File: src/rtl/byte_frame_serializer.sv
//------------------------------------------------------------------------------
// byte_frame_serializer
//   Buffers bytes in a small FIFO and sends each as a UART-style frame on tx
//   (start 0, 8 data bits LSB first, stop 1); bytes offered while full are
//   counted in a saturating drop counter.
// Revision: 1.0  initial release
//------------------------------------------------------------------------------
`default_nettype none

module byte_frame_serializer #(
  parameter int FIFO_DEPTH   = 4,
  parameter int CLKS_PER_BIT = 4
) (
  input  logic       clk,
  input  logic       rst,
  input  logic       in_valid,
  input  logic [7:0] in_data,
  output logic       in_ready,
  output logic       tx,
  output logic       busy,
  output logic [7:0] drop_cnt
);

  localparam int c_ptr_w = (FIFO_DEPTH > 1) ? $clog2(FIFO_DEPTH) : 1;
  localparam int c_cnt_w = $clog2(FIFO_DEPTH) + 1;
  localparam int c_bit_w = (CLKS_PER_BIT > 1) ? $clog2(CLKS_PER_BIT) : 1;
  localparam logic [c_cnt_w-1:0] c_depth    = c_cnt_w'(FIFO_DEPTH);
  localparam logic [c_bit_w-1:0] c_bit_last = c_bit_w'(CLKS_PER_BIT - 1);

  typedef enum logic [1:0] {
    S_IDLE  = 2'd0,
    S_START = 2'd1,
    S_DATA  = 2'd2,
    S_STOP  = 2'd3
  } state_t;

  state_t             r_state;
  logic [7:0]         r_mem [FIFO_DEPTH];
  logic [c_ptr_w-1:0] r_wr_ptr;
  logic [c_ptr_w-1:0] r_rd_ptr;
  logic [c_cnt_w-1:0] r_count;
  logic [c_bit_w-1:0] r_bit_cnt;
  logic [2:0]         r_idx;
  logic [7:0]         r_sh;
  logic               r_tx;
  logic               r_busy;
  logic [7:0]         r_drop_cnt;

  logic               w_push;
  logic               w_pop;
  logic               w_bit_end;
  logic [7:0]         w_rd_data;

  // in_ready comes from the registered count only, so a pop on a full
  // FIFO frees a slot no earlier than the following cycle.
  assign in_ready  = (r_count != c_depth);
  assign w_push    = in_valid && in_ready;
  assign w_bit_end = (r_bit_cnt == c_bit_last);
  assign w_rd_data = r_mem[r_rd_ptr];
  assign w_pop     = (r_count != '0) &&
                     ((r_state == S_IDLE) || ((r_state == S_STOP) && w_bit_end));

  assign tx       = r_tx;
  assign busy     = r_busy;
  assign drop_cnt = r_drop_cnt;

  always_ff @(posedge clk) begin
    if (w_push) begin
      r_mem[r_wr_ptr] <= in_data;
    end
  end

  always_ff @(posedge clk or posedge rst) begin
    if (rst) begin
      r_wr_ptr   <= '0;
      r_rd_ptr   <= '0;
      r_count    <= '0;
      r_drop_cnt <= '0;
    end else begin
      if (w_push) begin
        r_wr_ptr <= r_wr_ptr + c_ptr_w'(1);
      end
      if (w_pop) begin
        r_rd_ptr <= r_rd_ptr + c_ptr_w'(1);
      end
      case ({w_push, w_pop})
        2'b10:   r_count <= r_count + c_cnt_w'(1);
        2'b01:   r_count <= r_count - c_cnt_w'(1);
        default: r_count <= r_count;
      endcase
      if (in_valid && !in_ready && (r_drop_cnt != 8'hFF)) begin
        r_drop_cnt <= r_drop_cnt + 8'd1;
      end
    end
  end

  always_ff @(posedge clk or posedge rst) begin
    if (rst) begin
      r_state   <= S_IDLE;
      r_tx      <= 1'b1;
      r_busy    <= 1'b0;
      r_bit_cnt <= '0;
      r_idx     <= '0;
      r_sh      <= '0;
    end else begin
      case (r_state)
        S_IDLE: begin
          r_bit_cnt <= '0;
          if (w_pop) begin
            r_sh    <= w_rd_data;
            r_tx    <= 1'b0;
            r_busy  <= 1'b1;
            r_state <= S_START;
          end else begin
            r_tx <= 1'b1;
          end
        end
        S_START: begin
          if (w_bit_end) begin
            r_bit_cnt <= '0;
            r_tx      <= r_sh[0];
            r_idx     <= '0;
            r_state   <= S_DATA;
          end else begin
            r_bit_cnt <= r_bit_cnt + c_bit_w'(1);
          end
        end
        S_DATA: begin
          if (w_bit_end) begin
            r_bit_cnt <= '0;
            if (r_idx == 3'd7) begin
              r_tx    <= 1'b1;
              r_state <= S_STOP;
            end else begin
              r_sh  <= {1'b0, r_sh[7:1]};
              r_tx  <= r_sh[1];
              r_idx <= r_idx + 3'd1;
            end
          end else begin
            r_bit_cnt <= r_bit_cnt + c_bit_w'(1);
          end
        end
        S_STOP: begin
          if (w_bit_end) begin
            r_bit_cnt <= '0;
            // A queued byte starts its frame straight after this stop bit.
            if (w_pop) begin
              r_sh    <= w_rd_data;
              r_tx    <= 1'b0;
              r_state <= S_START;
            end else begin
              r_busy  <= 1'b0;
              r_state <= S_IDLE;
            end
          end else begin
            r_bit_cnt <= r_bit_cnt + c_bit_w'(1);
          end
        end
        default: begin
          r_state <= S_IDLE;
          r_tx    <= 1'b1;
          r_busy  <= 1'b0;
        end
      endcase
    end
  end

endmodule

`default_nettype wire

File: config.mk
export PLATFORM = sky130hd
export DESIGN_NAME = byte_frame_serializer
export DESIGN_NICKNAME = d
export VERILOG_FILES = /design/src/rtl/byte_frame_serializer.sv
export SDC_FILE = /design/constraint.sdc
export NUM_CORES = 1
export LEC_CHECK = 0
export ABC_AREA = 1
export BUFFER_PORTS_ARGS = -buffer_cell sky130_fd_sc_hd__buf_2
export CAP_MARGIN = 20
export CORE_UTILIZATION = 32
export DETAILED_ROUTE_END_ITERATION = 16
export GPL_ROUTABILITY_DRIVEN = 0
export PLACE_DENSITY_LB_ADDON = 0.08
export SLEW_MARGIN = 25
export SYNTH_ARGS = -nofsm -noshare
export SYNTH_HDL_FRONTEND = slang
export SYNTH_SLANG_ARGS = --single-unit
File: constraint.sdc
create_clock -name clk -period 2.7 [get_ports clk]
set_clock_uncertainty 0.2 [all_clocks]
set_input_delay 0.405 -clock clk [delete_from_list [all_inputs] [get_ports clk]]
set_output_delay 0.405 -clock clk [all_outputs]
set_load 0.005 [all_outputs]
==> impl_summary.txt, run 1 <==
----------------------------------------------------
[Detailed routing]
  Initial DRT Pass Iterations ... 4
  Number of vias after detailed routing ... 2127
  DRC violation count after routing ... 0
  Average detailed-routed wire length per instance ... 12.0 µm
  Number of vias per cell after detailed routing ... 4.24
  Antenna violation net count after detailed routing ... 0
  Iter 0 DRT Violations ... 65
  Overall routed net length ... 6.03 mm

[Timing]
  Final Hold Violating Endpoints ... 0
  Final WS setup ... 0.297 ns
  Max Freq ... 0.416 GHz
  Slew at the pin closest to its max-slew limit ... 0.541 ns
  Setup repair after global routing missed its margin ... no
  Fin. max-slew vios ... 0
  Setup TNS Final ... 0 ns
  Number of endpoints failing setup at the final stage ... 0
  Max-Slew Margin vs Limit ... 63.9%
  Time the worst path needs with I/O delays and setup ... 2.40 ns
  Share of the clock period used by the worst path ... 89.0%

[Power and ir drop]
  Leakage Power ... 1.73 nW
  Pwr Density ... 1100 mW/mm²
  Worst-case vdd ir drop ... 0.320 mV

[Synth]
  Post-Syn Instances ... 334
  Cell area after synthesis ... 0.00314 mm²
  Count of different cell masters after synthesis ... 29
  Share of async-settable or async-resettable flops after synthesis ... 50.0%
  Number of nets in the synthesized netlist ... 361
  Number of synthesized register bits ... 64
  Seq/Total Area, Yosys ... 56.2%
  Cell taking the most area after synthesis ... sky130_fd_sc_hd__edfxtp_1
  Commonest cells in the netlist ... 126 x sky130_fd_sc_hd__nand2_1, 37 x sky130_fd_sc_hd__inv_1, 32 x sky130_fd_sc_hd__edfxtp_1
  Share of Yosys cell area claimed by the top area cell type ... 30.6%
  Average instance area after synthesis ... 9.39 µm²
  Total of warnings raised by yosys ... 0
  Most common cell in the synthesized netlist ... sky130_fd_sc_hd__nand2_1
  Number of enable-type register cells in the synthesized netlist ... 32
  Top cells by area, synth ... sky130_fd_sc_hd__edfxtp_1 31%, sky130_fd_sc_hd__dfrtp_1 25%, sky130_fd_sc_hd__nand2_1 15%, sky130_fd_sc_hd__ha_1 6.0%, sky130_fd_sc_hd__inv_1 4.4%
  Primary FF master, synth ... sky130_fd_sc_hd__edfxtp_1

[Critical path]
  Most repeated library cell on the critical path ... sky130_fd_sc_hd__inv_1
  Reg2reg setup slack ... 0.30 ns
  Endpoint required time on the critical path ... 2.72 ns
  Logic depth of the worst register-to-register path ... 12
  Arrival time reported for the critical path endpoint ... 2.42 ns
  Critical path endpoint category ... register
  Largest driver fanout on the critical path ... 5
  Reg-to-reg critical path startpoint ... r_state[0]
  Count of buffering cells on the critical path with inverters included ... 4
  Worst setup path category ... register to register
  Cell-by-cell listing of the critical path ... inv_1 -> ha_1 -> inv_1 -> nand2_2 -> nand2_4 -> inv_1 -> ha_1 -> inv_1 -> fa_1 -> a21oi_1 -> o21ai_0 -> xor2_1
  Crit-path leading delay family ... adder cells
  Category of the worst setup path launch point ... register
  Library cell contributing the largest single delay on the critical path ... sky130_fd_sc_hd__dfrtp_1
  Slowest stage delay, CP ... 0.43 ns
  Endpoint of the most critical register-to-register path ... r_count[2]

[CTS]
  Post-CTS setup repair buffer count ... 0
  Number of H-tree levels ... 3
  CTS buffer count ... 9
  Sinks on Clock Net ... 64
  Clock Root Buffer ... sky130_fd_sc_hd__clkbuf_8
  Post-CTS clock slew at the launch and capture registers of the worst setup and hold paths ... 0.07 ns
  Clock Path Buffers ... 2
  Clk_lat worst skew ... 0.34 ns
  Count of hold buffers inserted by post-cts repair ... 1
  CTS-repair resized insts ... 0
  TritonCTS clock tree ... done

[Place]
  # port buffers ... 21
  HPWL reported at the end of detailed placement ... 4.17 mm
  Pre-CTS worst setup slack ... 0.290 ns

[Final layout]
  Share of final-layout standard cells stronger than drive strength 1 ... 15.8%
  Inserted Diodes ... 0
  # fillers ... 1014
  Layout area overhead ... 14.7%
  Number of nets in the finished design ... 395

[Global route]
  Via count of the first global-routing pass ... 2024
  Maximum number of pins on one net before global-route repair ... 33
  GRT Residual Overflow ... 0
  Global-route wire length before repair ... 10.2 mm
  Antenna violations before repair ... 0
  Aggregate global-route resource usage ... 13.7%

[Floorplan]
  Core region area ... 0.00937 mm²
  Chip Height ... 101 µm
  Count of standard-cell rows ... 35
  Die ar. ... 0.0102 mm²
  Effective utilization at floorplan ... 33.5%
  Num ports ... 22
  Die width ... 101 µm

[Min path]
  Launch point of the worst hold path ... in_data[7]
  End of the worst hold path ... r_mem[0][7]
  Classification of the worst-slack hold path ... primary input to register
  Worst hold stages ... 1

[Flow run]
  MaxCap Viol Count ... 0

[Run status]
  Outcome ... finished clean

----------------------------------------------------
kinds of logic (layout without fill, tap and decap cells):
family / count (synthesis) / in the layout / share of synthesized area, %
AOI/OAI and AO/OA: 17 / 17 / 3.19
xor gates and xnor gates: 8 / 8 / 2.23
and+or+nand+nor: 184 / 184 / 25.2
buffers and inverters: 45 / 84 / 6.50
adders and majority gates: 16 / 16 / 6.62
DFF: 64 / 64 / 56.2
worst max path at each step:
| stage | start | end | slack [ns] | cells after the start |
|---|---|---|---|---|
| finish | r_state[0] | r_count[2] | 0.30 | 12 |
| detailed placement | r_state[0] | r_count[2] | 0.29 | 12 |
| global placement | r_state[0] | r_count[2] | 0.36 | 12 |
| floorplan | r_state[0] | r_count[2] | 0.47 | 12 |
| CTS | r_state[0] | r_count[2] | 0.28 | 12 |
| global route | r_state[0] | r_count[2] | 0.07 | 12 |
report_power, final:
part / leakage (nW) / switching (mW) / total [mW] / internal, mW
registers: 0.680 / 0.203 / 1.55 / 1.34
logic: 0.968 / 1.06 / 1.68 / 0.621
clock network: 0.0789 / 0.390 / 0.721 / 0.330
total: 1.73 / 1.65 / 3.94 / 2.29
metal layers:
metal / share of wire, % / track usage (%)
met3: 2.6 / 3.88
met4: 2.0 / 6.35
met2: 46 / 21.0
met1: 50 / 17.8
met5: 0 / 0
worst register-to-register path, stage by stage, from the launching register on:
cell and delay, ns:
sky130_fd_sc_hd__dfrtp_1 0.43, sky130_fd_sc_hd__inv_1 0.15, sky130_fd_sc_hd__ha_1 0.18, sky130_fd_sc_hd__inv_1 0.07
sky130_fd_sc_hd__nand2_2 0.10, sky130_fd_sc_hd__nand2_4 0.08, sky130_fd_sc_hd__inv_1 0.10, sky130_fd_sc_hd__ha_1 0.14
sky130_fd_sc_hd__inv_1 0.06, sky130_fd_sc_hd__fa_1 0.38, sky130_fd_sc_hd__a21oi_1 0.14, sky130_fd_sc_hd__o21ai_0 0.11
sky130_fd_sc_hd__xor2_1 0.15
cells in the final DEF, fill, tap and decap left out, drive strengths merged, types with 2 or more instances in the layout:
| master | instances |
|---|---|
| nand3 | 28 |
| xnor2 | 4 |
| clkbuf | 9 |
| a21oi | 4 |
| nor2 | 19 |
| nand4 | 4 |
| clkinv | 4 |
| inv | 38 |
| buf | 28 |
| edfxtp | 32 |
| o31ai | 2 |
| ha | 15 |
| dfrtp | 31 |
| clkinvlp | 3 |
| xor2 | 4 |
| nand2 | 132 |
| o21ai | 10 |
area by class of cell:
| cell class | count | area (µm²) | area share [%] |
|---|---|---|---|
| Clock buffer | 9 | 124 | 3.44 |
| Inverter | 39 | 163 | 4.52 |
| Multi-Input combinational cell | 225 | 1170 | 32.5 |
| Clock inverter | 7 | 48.8 | 1.36 |
| Tap cell | 129 | 161 | 4.49 |
| Timing Repair Buffer | 29 | 168 | 4.66 |
| Sequential cell | 64 | 1760 | 49.0 |
metrics by stage:
stage                     instance area (µm²)  hold WS, ns  utilization, %  power, mW  cells
final                                    3600       0.0720            38.4       3.94    502
after global routing                     3600       0.0449            38.4       4.35    502
after CTS                                3600       0.0550            38.4       4.03    502
after detailed placement                 3410        0.224            36.4       3.29    485
after global placement                   3410        0.218            36.4       3.28    485
after floorplan                          3140        0.208               -       2.83    334
state kept, by name, indices dropped and copies added, names as in the netlist:
register and flops:
busy 1, drop_cnt 8, r_bit_cnt 2, r_count 3, r_idx 3, r_mem 32, r_rd_ptr 2, r_sh 8
r_state 2, r_wr_ptr 2, tx 1
Note: power is estimated with default switching activity, not from simulation.
==> run 2, diff against run 1 <==
--- a/config.mk
+++ b/config.mk
@@ -8,6 +8,7 @@
 export ABC_AREA = 1
 export BUFFER_PORTS_ARGS = -buffer_cell sky130_fd_sc_hd__buf_2
 export CAP_MARGIN = 20
+export CORE_MARGIN = 4
 export CORE_UTILIZATION = 32
 export DETAILED_ROUTE_END_ITERATION = 16
 export GPL_ROUTABILITY_DRIVEN = 0
==> constraint.sdc (replaced) <==
create_clock -name clk -period 2.7 [get_ports clk]
set_clock_uncertainty 0.2 [all_clocks]
set_input_delay 0.405 -clock clk [delete_from_list [all_inputs] [get_ports clk]]
set_output_delay 0.405 -clock clk [all_outputs]
set_load 0.1 [all_outputs]
==> run 2 against run 1 <==
Against the previous run: first-iteration DRC count is 25% lower; critical path depth stayed put; utilization is 0.27 points higher; hold slack better by 0.0081 ns; wire length is 2.0% higher; fmax is 0.92% lower; register-to-register slack worse by 0.02 ns; final area is 0.70% higher; highest routed layer unchanged.
==> impl_summary.txt, run 2 (synthesized netlist as in run 1, its figures left out) <==
----------------------------------------------------
[Global route]
  Aggregate global-route resource usage ... 12.0% (-1.7 points)
  Via count of the first global-routing pass ... 2086 (+3.1%)
  Antenna violations before repair ... 0 (unchanged)
  Global-route wire length before repair ... 10.5 mm (+3.8%)
  GRT Residual Overflow ... 0 (unchanged)
  Maximum number of pins on one net before global-route repair ... 33 (unchanged)

[CTS]
  Count of hold buffers inserted by post-cts repair ... 1 (unchanged)
  TritonCTS clock tree ... done
  Clk_lat worst skew ... 0.34 ns (about the same)
  Post-CTS clock slew at the launch and capture registers of the worst setup and hold paths ... 0.08 ns (about the same)
  Clock Path Buffers ... 2 (unchanged)
  CTS buffer count ... 9 (unchanged)
  Number of H-tree levels ... 3 (unchanged)
  Clock Root Buffer ... sky130_fd_sc_hd__clkbuf_8
  CTS-repair resized insts ... 0 (unchanged)
  Sinks on Clock Net ... 64 (unchanged)
  Post-CTS setup repair buffer count ... 0 (unchanged)

[Floorplan]
  Die ar. ... 0.0114 mm² (+12%)
  Num ports ... 22 (unchanged)
  Core region area ... 0.00937 mm² (unchanged)
  Die width ... 107 µm (+5.9%)
  Count of standard-cell rows ... 35 (unchanged)
  Chip Height ... 107 µm (+5.9%)
  Effective utilization at floorplan ... 33.5% (unchanged)

[Final layout]
  Leading cell types in the layout, fill and taps excluded ... 125 x sky130_fd_sc_hd__nand2_1, 37 x sky130_fd_sc_hd__inv_1, 32 x sky130_fd_sc_hd__edfxtp_1, 31 x sky130_fd_sc_hd__dfrtp_1, 27 x sky130_fd_sc_hd__nand3_1
  # fillers ... 967 (-4.6%)
  Footprint of the multi-input gates ... 0.00117 mm² (+0.21%)
  Most common cell after layout, fill and taps aside ... sky130_fd_sc_hd__nand2_1
  Number of nets in the finished design ... 395 (unchanged)
  Inserted Diodes ... 0 (unchanged)
  Share of final-layout standard cells stronger than drive strength 1 ... 16.1% (+0.27 points)
  Footprint of the flip-flops and latches ... 0.00176 mm² (unchanged)
  Layout area overhead ... 15.5%
  Final design utilization ... 38.6% (+0.27 points)
  Register with the most flip-flops ... r_mem
  Flip-flop count of the largest register, all copies and words added ... 32 (unchanged)

[Detailed routing]
  Average detailed-routed wire length per instance ... 12.3 µm (+2.0%)
  Number of vias per cell after detailed routing ... 4.22 (-0.52%)
  Antenna violation net count after detailed routing ... 0 (unchanged)
  Iter 0 DRT Violations ... 49 (-25%)
  Initial DRT Pass Iterations ... 4 (unchanged)
  Overall routed net length ... 6.15 mm (+2.0%)
  Number of vias after detailed routing ... 2116 (-0.52%)
  DRC violation count after routing ... 0 (unchanged)

[Place]
  # port buffers ... 21 (unchanged)
  HPWL reported at the end of detailed placement ... 4.22 mm (+1.1%)

[Critical path]
  Largest driver fanout on the critical path ... 5 (unchanged)
  Worst setup path category ... register to register
  Reg-to-reg critical path startpoint ... r_state[0]
  Category of the worst setup path launch point ... register
  Critical path endpoint category ... register
  Endpoint required time on the critical path ... 2.72 ns (about the same)
  CP Launch Point ... r_state[0]
  Arrival time reported for the critical path endpoint ... 2.44 ns (+0.02 ns)

[Timing]
  Max Freq ... 0.412 GHz (-0.92%)
  Slew at the pin closest to its max-slew limit ... 0.523 ns (-0.0178 ns)
  Share of the clock period used by the worst path ... 89.8% (+0.83 points)
  Max-Slew Margin vs Limit ... 65.1% (+1.2 points)
  Time the worst path needs with I/O delays and setup ... 2.42 ns (+0.0224 ns)
  Number of endpoints failing setup at the final stage ... 0 (unchanged)
  Final Hold Violating Endpoints ... 0 (unchanged)
  Setup repair after global routing missed its margin ... no
  Setup TNS Final ... 0 ns (unchanged)
  Fin. max-slew vios ... 0 (unchanged)

[Power and ir drop]
  Worst-case vdd ir drop ... 0.718 mV (+120%)
  Pwr Density ... 1200 mW/mm² (+9.6%)
  Leakage Power ... 1.74 nW (+0.86%)

[Flow run]
  MaxCap Viol Count ... 0 (unchanged)

[Min path]
  Launch point of the worst hold path ... in_data[7]
  Classification of the worst-slack hold path ... primary input to register

[Run status]
  Outcome ... finished clean

----------------------------------------------------
run 2: critical path: stages, from the launching register on:
cell                      delay [ns]
sky130_fd_sc_hd__dfrtp_1        0.44
sky130_fd_sc_hd__inv_1          0.15
sky130_fd_sc_hd__ha_1           0.18
sky130_fd_sc_hd__inv_1          0.07
sky130_fd_sc_hd__nand2_2        0.10
sky130_fd_sc_hd__nand2_4        0.07
sky130_fd_sc_hd__inv_1          0.10
sky130_fd_sc_hd__ha_1           0.14
sky130_fd_sc_hd__inv_1          0.06
sky130_fd_sc_hd__fa_1           0.38
sky130_fd_sc_hd__a21oi_1        0.14
sky130_fd_sc_hd__o21ai_0        0.11
sky130_fd_sc_hd__xor2_1         0.15
run 2: worst paths after layout:
kind | to | slack [ns] | cells past startpoint
max in group asynchronous | tx | 1.46 | 4
worst min register to register | r_bit_cnt[0] | 0.24 | 1
worst max register to register | r_count[2] | 0.28 | 12
min in group asynchronous | drop_cnt[1] | 0.50 | 4
worst min-delay path | r_mem[0][7] | 0.08 | 1
worst max-delay path | r_count[2] | 0.28 | 12
run 2: power by group:
part	leakage [nW]	total [mW]	internal (mW)	switching, mW
logic	0.969	1.99	0.623	1.37
clock network	0.0933	0.809	0.426	0.383
registers	0.680	1.55	1.34	0.207
run 2: per-layer routing:
metal,share of wire [%],wire length (µm),global-route usage [%]
met5,0,0,0
met1,49,3030,15.8
met4,1.1,66,3.84
met3,3.2,199,3.91
met2,46,2850,18.5
run 2: through the flow:
stage | instances | area (µm²) | setup slack, ns | hold WS [ns] | total power, mW
after floorplan | 334 | 3140 | 0.260 | 0.208 | 3.14
after global placement | 485 | 3420 | 0.357 | 0.218 | 3.60
after detailed placement | 485 | 3420 | 0.307 | 0.235 | 3.60
after CTS | 502 | 3620 | 0.267 | 0.0559 | 4.44
after global routing | 502 | 3620 | 0.121 | 0.0529 | 4.78
final | 502 | 3620 | 0.275 | 0.0801 | 4.35
run 2: cell type report:
cell class | instances | area share, %
Clock buffer | 9 | 3.42
Clock inverter | 7 | 1.97
Inverter | 39 | 4.49
Multi-Input combinational cell | 225 | 32.3
Sequential cell | 64 | 48.7
Tap cell | 129 | 4.46
Timing Repair Buffer | 29 | 4.63
==> run 3, diff against run 2 <==
--- a/config.mk
+++ b/config.mk
@@ -9,10 +9,11 @@
 export BUFFER_PORTS_ARGS = -buffer_cell sky130_fd_sc_hd__buf_2
 export CAP_MARGIN = 20
 export CORE_MARGIN = 4
-export CORE_UTILIZATION = 32
+export CORE_UTILIZATION = 25
 export DETAILED_ROUTE_END_ITERATION = 16
 export GPL_ROUTABILITY_DRIVEN = 0
 export PLACE_DENSITY_LB_ADDON = 0.08
+export SETUP_SLACK_MARGIN = 0.4
 export SLEW_MARGIN = 25
 export SYNTH_ARGS = -nofsm -noshare
 export SYNTH_HDL_FRONTEND = slang
==> run 3 against run 2 <==
Against the previous run: global-route usage fell by 1.6 points; via count rose by 3.5%; hold slack better by 0.0085 ns; critical path depth unchanged; final area is 5.7% higher; clock-buffer cell count is 2 higher; worst setup slack improved by 0.20 ns.
==> impl_summary.txt, run 3 (synthesized netlist as in run 1, its figures left out) <==
----------------------------------------------------
[Run status]
  Outcome ... finished clean

[Critical path]
  Category of the worst setup path launch point ... register
  Endpoint required time on the critical path ... 2.71 ns (about the same)
  CP Launch Point ... r_state[0]
  Arrival time reported for the critical path endpoint ... 2.24 ns (-0.20 ns)
  Largest driver fanout on the critical path ... 4 (-1)
  Logic depth of the worst register-to-register path ... 12 (unchanged)
  Reg-to-reg critical path startpoint ... r_state[0]
  Critical path endpoint category ... register
  Reg2reg setup slack ... 0.48 ns (+0.20 ns)
  Endpoint of the most critical register-to-register path ... r_count[2]
  Worst setup path category ... register to register

[Global route]
  Via count of the first global-routing pass ... 2189 (+4.9%)
  Global route hottest layer ... met2
  Global-route track usage on met2 ... 16.3% (-2.2 points)
  Maximum number of pins on one net before global-route repair ... 33 (unchanged)
  Aggregate global-route resource usage ... 10.3% (-1.6 points)
  Antenna violations before repair ... 0 (unchanged)
  Global-route wire length before repair ... 11.4 mm (+7.8%)
  Met1 track demand over resource in global routing ... 12.9% (-3.0 points)
  GRT Residual Overflow ... 0 (unchanged)
  Met3 usage ... 3.44% (-0.47 points)

[Power and ir drop]
  Worst-case vdd ir drop ... 0.765 mV (+6.5%)
  Overall Power ... 4.82 mW (+11%)
  Leakage Power ... 1.80 nW (+3.5%)
  Pwr Density ... 1260 mW/mm² (+4.8%)

[Detailed routing]
  Initial DRT Pass Iterations ... 4 (unchanged)
  Number of vias per cell after detailed routing ... 4.02 (-4.7%)
  Number of vias after detailed routing ... 2190 (+3.5%)
  Average detailed-routed wire length per instance ... 12.4 µm (+1.4%)
  DRC violation count after routing ... 0 (unchanged)
  Antenna violation net count after detailed routing ... 0 (unchanged)
  Overall routed net length ... 6.77 mm (+10%)
  Iter 0 DRT Violations ... 102 (+110%)

[CTS]
  Number of H-tree levels ... 3 (unchanged)
  CTS buffer count ... 9 (unchanged)
  TritonCTS clock tree ... done
  Clock Root Buffer ... sky130_fd_sc_hd__clkbuf_16
  Clk_lat worst skew ... 0.33 ns (about the same)
  Clock Path Buffers ... 2 (unchanged)
  Sinks on Clock Net ... 64 (unchanged)
  Post-CTS clock slew at the launch and capture registers of the worst setup and hold paths ... 0.05 ns (-0.03 ns)

[Final layout]
  Number of nets in the finished design ... 399 (+1.0%)
  Leading cell types in the layout, fill and taps excluded ... 125 x sky130_fd_sc_hd__nand2_1, 34 x sky130_fd_sc_hd__inv_1, 32 x sky130_fd_sc_hd__edfxtp_1, 30 x sky130_fd_sc_hd__dfrtp_1, 27 x sky130_fd_sc_hd__nand3_1
  Share of final-layout standard cells stronger than drive strength 1 ... 18.8% (+2.7 points)
  # fillers ... 1282 (+33%)
  Layout area overhead ... 22.1%
  Register with the most flip-flops ... r_mem
  Footprint of the flip-flops and latches ... 0.00176 mm² (about the same)
  Flip-flop count of the largest register, all copies and words added ... 32 (unchanged)
  Footprint of the multi-input gates ... 0.00120 mm² (+2.6%)
  Most common cell after layout, fill and taps aside ... sky130_fd_sc_hd__nand2_1
  Inserted Diodes ... 0 (unchanged)
  Post-route cell area ... 0.00383 mm² (+5.7%)

[Min path]
  Worst hold stages ... 1 (unchanged)
  End of the worst hold path ... r_mem[3][0]
  Classification of the worst-slack hold path ... primary input to register
  Launch point of the worst hold path ... in_data[0]

[Place]
  # port buffers ... 21 (unchanged)
  Area of placed instances ... 0.00347 mm² (+1.7%)
  HPWL reported at the end of detailed placement ... 4.54 mm (+7.6%)
  Pre-CTS worst setup slack ... 0.272 ns (-0.0352 ns)

[Timing]
  Share of the clock period used by the worst path ... 82.4% (-7.4 points)
  Setup TNS Final ... 0 ns (unchanged)
  Slew at the pin closest to its max-slew limit ... 0.489 ns (-0.0345 ns)
  Setup repair after global routing missed its margin ... yes
  Final Hold Violating Endpoints ... 0 (unchanged)
  Max Freq ... 0.450 GHz (+9.0%)
  Number of endpoints failing setup at the final stage ... 0 (unchanged)
  Fin. max-slew vios ... 0 (unchanged)
  Time the worst path needs with I/O delays and setup ... 2.22 ns (-0.201 ns)
  Final WS setup ... 0.476 ns (+0.201 ns)
  Max-Slew Margin vs Limit ... 67.6% (+2.5 points)

[Floorplan]
  Core region area ... 0.0122 mm² (+30%)
  Num ports ... 22 (unchanged)
  Count of standard-cell rows ... 40 (+14%)
  Chip Height ... 120 µm (+12%)
  Die ar. ... 0.0144 mm² (+26%)
  Die width ... 120 µm (+12%)
  Effective utilization at floorplan ... 25.8% (-7.7 points)

[Flow run]
  MaxCap Viol Count ... 0 (unchanged)

----------------------------------------------------
run 3: metrics by stage:
step | cells | hold WS (ns) | utilization, %
floorplan | 334 | 0.208 | -
global placement | 524 | 0.219 | 28.6
detailed placement | 524 | 0.223 | 28.6
CTS | 545 | 0.0740 | 31.3
global route | 545 | 0.0839 | 31.5
finish | 545 | 0.0886 | 31.5
run 3: cell type report:
| cell class | count | share of cell area (%) |
|---|---|---|
| flip-flops and latches | 64 | 46.1 |
| multi-input cells | 225 | 31.4 |
| clock buffers | 11 | 6.08 |
| well taps | 168 | 5.49 |
| repair buffers | 33 | 5.17 |
| inverters | 39 | 4.25 |
| clock inverters | 5 | 1.54 |
run 3: worst max path at each step:
stage                 end  slack [ns]  depth (start not counted)
6_report       r_count[2]        0.48                         12
5_1_grt        r_count[2]        0.38                         12
4_1_cts        r_count[2]        0.42                         11
3_5_place_dp   r_count[2]        0.27                         12
3_3_place_gp   r_count[2]        0.34                         12
2_1_floorplan  r_count[2]        0.43                          9
run 3: layer usage:
| layer | routed length, µm | vias to the layer above |
|---|---|---|
| li1 | - | 1142 |
| met3 | 258 | 10 |
| met4 | 137 | 0 |
| met2 | 3230 | 26 |
| met1 | 3140 | 1012 |
| met5 | 0 | - |
run 3: report_power, final:
group / internal, mW / switching, mW / leakage, nW / total (mW)
sequential: 1.35 / 0.211 / 0.679 / 1.56
combinational: 0.686 / 1.43 / 0.988 / 2.12
clock: 0.714 / 0.429 / 0.136 / 1.14
total: 2.75 / 2.07 / 1.80 / 4.82
run 3: timing repair:
| item | 4_1_cts | 5_1_grt |
|---|---|---|
| resized for setup | 4 | 6 |
| setup buffers | 4 | 0 |
| cloned | 0 | 0 |
| hold buffers | 1 | 0 |
| endpoints found under the hold margin | 31 | 0 |
| setup endpoints to repair | 1 | 5 |
run 3: critical path: stages, from the launching register on:
cell and delay (ns):
sky130_fd_sc_hd__dfrtp_2 0.44, sky130_fd_sc_hd__inv_2 0.07, sky130_fd_sc_hd__ha_1 0.16, sky130_fd_sc_hd__inv_1 0.08, sky130_fd_sc_hd__nand2_2 0.10, sky130_fd_sc_hd__nand2_4 0.08, sky130_fd_sc_hd__inv_2 0.08, sky130_fd_sc_hd__ha_1 0.13
sky130_fd_sc_hd__inv_1 0.06, sky130_fd_sc_hd__fa_2 0.34, sky130_fd_sc_hd__a21oi_1 0.14, sky130_fd_sc_hd__o21ai_1 0.09, sky130_fd_sc_hd__xor2_1 0.14
